**config.mk**
```make
export PLATFORM = sky130hd
export DESIGN_NAME = fifo_param
export DESIGN_NICKNAME = d
export VERILOG_FILES = /design/src/rtl/fifo_param.sv
export SDC_FILE = /design/constraint.sdc
export NUM_CORES = 1
export LEC_CHECK = 0
export ABC_AREA = 0
export CORE_MARGIN = 3
export CORE_UTILIZATION = 55
export CTS_BUF_LIST = sky130_fd_sc_hd__clkbuf_16
export DETAILED_ROUTE_END_ITERATION = 10
export PLACE_DENSITY = 0.84
export SYNTH_ARGS = -nofsm -noshare
export SYNTH_HDL_FRONTEND = slang
export SYNTH_SLANG_ARGS = --single-unit
export TNS_END_PERCENT = 5
```
**constraint.sdc**
```tcl
create_clock -name clk -period 2.4 [get_ports clk]
set_input_delay 0.36 -clock clk [delete_from_list [all_inputs] [get_ports clk]]
set_output_delay 0.36 -clock clk [all_outputs]
set_load 0.005 [all_outputs]
```
**src/rtl/fifo_param.sv**
```systemverilog
// Single-clock parameterised FIFO with registered read data and status flags.
// Reads have one-cycle latency; a write to a full FIFO is accepted only alongside a read.
module fifo_param #(
    parameter int WIDTH    = 8,
    parameter int DEPTH    = 16,
    parameter int AF_LEVEL = DEPTH - 2
) (
    input  logic                     clk,
    input  logic                     reset,
    input  logic [WIDTH-1:0]         data_i,
    input  logic                     write_enable,
    input  logic                     read_enable,
    output logic [WIDTH-1:0]         data_o,
    output logic                     read_valid,
    output logic                     full,
    output logic                     empty,
    output logic                     almost_full,
    output logic [$clog2(DEPTH):0]   count,
    output logic                     overflow,
    output logic                     underflow
);

    localparam int PW = $clog2(DEPTH);
    localparam int CW = PW + 1;
    localparam logic [CW-1:0] DEPTH_C = CW'(DEPTH);
    localparam logic [CW-1:0] AF_C    = CW'(AF_LEVEL);

    logic [WIDTH-1:0] mem_q [DEPTH];

    logic [PW-1:0]    wr_ptr_q, wr_ptr_d;
    logic [PW-1:0]    rd_ptr_q, rd_ptr_d;
    logic [CW-1:0]    count_q, count_d;
    logic [WIDTH-1:0] data_o_q, data_o_d;
    logic             read_valid_q, read_valid_d;
    logic             full_q, full_d;
    logic             empty_q, empty_d;
    logic             almost_full_q, almost_full_d;
    logic             overflow_q, overflow_d;
    logic             underflow_q, underflow_d;

    logic             do_read;
    logic             do_write;

    always_comb begin
        do_read  = read_enable && !empty_q;
        // A full FIFO still takes a write when the same edge frees a slot.
        do_write = write_enable && (!full_q || do_read);

        wr_ptr_d     = wr_ptr_q;
        rd_ptr_d     = rd_ptr_q;
        count_d      = count_q;
        data_o_d     = data_o_q;
        read_valid_d = 1'b0;

        if (do_write) begin
            wr_ptr_d = wr_ptr_q + PW'(1);
        end
        if (do_read) begin
            rd_ptr_d     = rd_ptr_q + PW'(1);
            data_o_d     = mem_q[rd_ptr_q];
            read_valid_d = 1'b1;
        end

        if (do_write && !do_read) begin
            count_d = count_q + CW'(1);
        end else if (do_read && !do_write) begin
            count_d = count_q - CW'(1);
        end

        full_d        = (count_d == DEPTH_C);
        empty_d       = (count_d == '0);
        almost_full_d = (count_d >= AF_C);
        overflow_d    = write_enable && !do_write;
        underflow_d   = read_enable && empty_q;
    end

    always_ff @(posedge clk) begin
        if (reset) begin
            wr_ptr_q      <= '0;
            rd_ptr_q      <= '0;
            count_q       <= '0;
            data_o_q      <= '0;
            read_valid_q  <= 1'b0;
            full_q        <= 1'b0;
            empty_q       <= 1'b1;
            almost_full_q <= 1'b0;
            overflow_q    <= 1'b0;
            underflow_q   <= 1'b0;
        end else begin
            wr_ptr_q      <= wr_ptr_d;
            rd_ptr_q      <= rd_ptr_d;
            count_q       <= count_d;
            data_o_q      <= data_o_d;
            read_valid_q  <= read_valid_d;
            full_q        <= full_d;
            empty_q       <= empty_d;
            almost_full_q <= almost_full_d;
            overflow_q    <= overflow_d;
            underflow_q   <= underflow_d;
        end
    end

    // Storage is not cleared; resetting the pointers makes old contents unreachable.
    always_ff @(posedge clk) begin
        if (!reset && do_write) begin
            mem_q[wr_ptr_q] <= data_i;
        end
    end

    assign data_o      = data_o_q;
    assign read_valid  = read_valid_q;
    assign full        = full_q;
    assign empty       = empty_q;
    assign almost_full = almost_full_q;
    assign count       = count_q;
    assign overflow    = overflow_q;
    assign underflow   = underflow_q;

endmodule

```
==> flow_metrics.tcl <==
set metrics [dict create \
    setup_viol 0 \
    yosysMostFrequentCell "edfxtp_1" \
    synth_top_area_cell "edfxtp_1" \
    r2r_cells 6 \
    post-route-period-util_pct 85.5 \
    drive_above_1_share_pct 20.4 \
    clk_path_buf_depth 2 \
    fmax_ghz 0.488 \
    area_delta_synth_final_pct 19.5 \
    synthArstFlopShare_pct 0 \
    clock-root-buffer "clkbuf_16" \
    synth_compound_area_share_pct 4.08 \
    synth_xor_area_share_pct 1.42 \
    status "finished, final reports clean" \
    wl_per_cell_um 21.9 \
    synthTopCellsByArea "edfxtp_1 62%, dfxtp_1 8.8%, mux4_2 7.7%" \
    core_area_sq_um 10900 \
    endpoint_kind "flip-flop" \
    placed_area_sq_um 6750 \
    fillCellCount 697 \
    dr.pass1.iters 4 \
    syn-num-nets 371 \
    hold_violations 0 \
    grt_pass1_wl_um 19300 \
    synth_top_family_by_area "multiplexers" \
    hold_depth 2 \
    rows 38 \
    cts_hold_buf 0 \
    synthesis.area_sq_um 6160 \
    io_pins 31 \
    yosys_register_bits 155 \
    multi_input_area_sq_um 1640 \
    worstHoldPathType "flip-flop to flip-flop" \
    grt_max_degree 37 \
    grt_pass1_vias 3402 \
    via_per_inst 5.88 \
    grt_setup_unrepaired "no" \
    drtIter0Drc 419 \
    cp.arrival_ns 2.38 \
    synth_cells 352 \
    crit_type "flip-flop to flip-flop" \
    synth_commonest_cells "128 x edfxtp_1, 34 x nor2_1, 27 x dfxtp_1" \
    slew_headroom_pct 52.5 \
    p_leak_nw 2.45 \
    muxShareOfSynthArea_pct 13.6 \
    wl_um 12300 \
    cts_made_buffers 17 \
    cp.required_ns 2.73 \
    cp-start-kind "flip-flop" \
    ant_nets 0 \
    die_x_um 112 \
    finalCriticalPeriod_ns 2.05 \
    ir_drop_uv 579 \
    cts_sinks 155 \
    antenna_found_initial 0 \
    clk_latency_ns 0.42 \
    dpl.hpwl_um 7730 \
    reg2reg_from "count[0]$_SDFF_PP0_" \
    overflow 0 \
    fin_setup_tns_ns 0 \
    initial_core_util_pct 56.6 \
    cp_max_fo 8 \
    n_antenna_cell 0 \
    cap_violations 0 \
    regArea_sq_um 4380 \
    synth_fa_ha_area_share_pct 1.42 \
    cts_resized 0 \
    fp.dieH_um 112 \
    num-nets-final 428 \
    worst_pin_slew_ns 0.711 \
    ys.flop_type "edfxtp_1" \
    portBuffers 30 \
    worstHoldStart "data_o[1]$_SDFFE_PP0P_" \
    synth-edff-count 128 \
    cts_tree "yes" \
    yosysWarnings 0 \
    power.density_nw_per_um2 847 \
    die_area_sq_um 12500 \
    slew_viol_final 0 \
    stdcell_area_sq_um 7360 \
    synth_sequential_area_ratio_pct 71.2 \
    avgSynthCellArea_sq_um 17.5 \
    htree_levels 4 \
    timing.rr.end "full$_SDFF_PP0_" \
    synth_cell_types 47 \
    drc 0 \
    gr-usage-all-layers_pct 20.8 \
    clkSlewWorstSetupHoldPaths_ns 0.06 \
    skew_ns 0.00814 \
    synth.top_cell.area_share_pct 62.4 \
    synthSimpleGateAreaFrac_pct 6.18 \
    hold_end "data_o[1]$_SDFFE_PP0P_" \
    gp_congestion 0.871 \
    postCtsSetupBuffers 0 \
    ff2ff_setup_slack_ns 0.35 \
    vias 3298 \
]
==> flip-flops by register name, summed over array words and instances (netlist names), 4 cells and up <==
signal,count
count,5
data_o,8
mem_q,128
rd_ptr_q,4
wr_ptr_q,4
==> critical path, cell delays in order (launching register included) <==
cell and delay, ns:
dfxtp_1 0.53, inv_1 0.08, ha_1 0.35, or4_1 0.53, o211ai_1 0.16, nand2_1 0.10
nor4b_2 0.21
==> per-layer routing <==
layer | GRT usage [%] | routed length (um) | vias up
li1 | - | - | 1498
met1 | 26.5 | 5000 | 1675
met2 | 35.4 | 6450 | 113
met3 | 4.02 | 617 | 12
met4 | 8.60 | 194 | 0
met5 | 0 | 0 | -
==> how the worst max path moves through the flow <==
stage / slack (ns) / end / startpoint / depth (start not counted)
finish: 0.35 / full$_SDFF_PP0_ / count[0]$_SDFF_PP0_ / 6
global route: 0.19 / full$_SDFF_PP0_ / count[0]$_SDFF_PP0_ / 6
CTS: 0.36 / full$_SDFF_PP0_ / count[0]$_SDFF_PP0_ / 6
detailed placement: 0.04 / mem_q[0][7]$_DFFE_PP_ / read_enable / 7
global placement: 0.17 / mem_q[15][4]$_DFFE_PP_ / read_enable / 7
floorplan: 0.21 / mem_q[0][0]$_DFFE_PP_ / empty$_SDFF_PP1_ / 6
==> power by group <==
| part | internal (mW) | leakage (nW) | switching [mW] |
|---|---|---|---|
| logic | 0.244 | 0.767 | 0.249 |
| clock network | 1.72 | 0.305 | 1.01 |
| registers | 2.97 | 1.37 | 0.0480 |
==> metrics by stage <==
step | hold WS (ns) | utilization, % | cells | setup slack (ns) | power (mW)
floorplan | 0.440 | - | 352 | 0.209 | 3.35
global placement | 0.484 | 62.0 | 530 | 0.173 | 3.54
detailed placement | 0.492 | 62.0 | 530 | 0.0392 | 3.56
CTS | 0.503 | 67.6 | 561 | 0.364 | 6.26
global route | 0.524 | 67.6 | 561 | 0.190 | 6.43
finish | 0.498 | 67.6 | 561 | 0.349 | 6.23
==> kinds of logic after synthesis <==
logic type | after synthesis
adders and majority gates | 7
muxes | 40
AOI/OAI and AO/OA | 39
and+or+nand+nor | 78
DFF | 155
xor gates and xnor gates | 10
buffers and inverters | 23
==> layout by cell type, fill, tap and decap left out, types with 2 or more instances in the layout <==
cell	synthesis	routed
mux4_1	10	10
nand3_1	3	3
mux2_2	8	8
nand2b_1	4	4
nand2_1	14	14
o211ai_1	3	3
a21oi_1	4	4
ha_1	7	7
xor2_1	7	7
clkinv_4	0	3
and3_1	2	2
xnor2_1	3	3
nor2_1	34	34
buf_4	2	23
nor2b_1	4	4
bufinv_16	0	4
and2_1	2	2
clkdlybuf4s50_1	0	30
clkbuf_16	0	17
edfxtp_1	128	128
clkinv_2	0	4
nor3_1	6	6
o21ai_1	6	6
buf_12	1	3
o21ai_0	10	10
mux4_2	21	21
dfxtp_1	27	27
a22oi_1	7	7
inv_1	5	7
==> area by class of cell <==
| class | count | area share, % |
|---|---|---|
| Clock inverter | 14 | 2.46 |
| Multi-Input combinational cell | 174 | 22.3 |
| Sequential cell | 155 | 59.6 |
| Timing Repair Buffer | 56 | 7.24 |
| Inverter | 5 | 0.255 |
| Tap cell | 140 | 2.38 |
| Clock buffer | 17 | 5.78 |
Power figures use the tool's default switching activity.
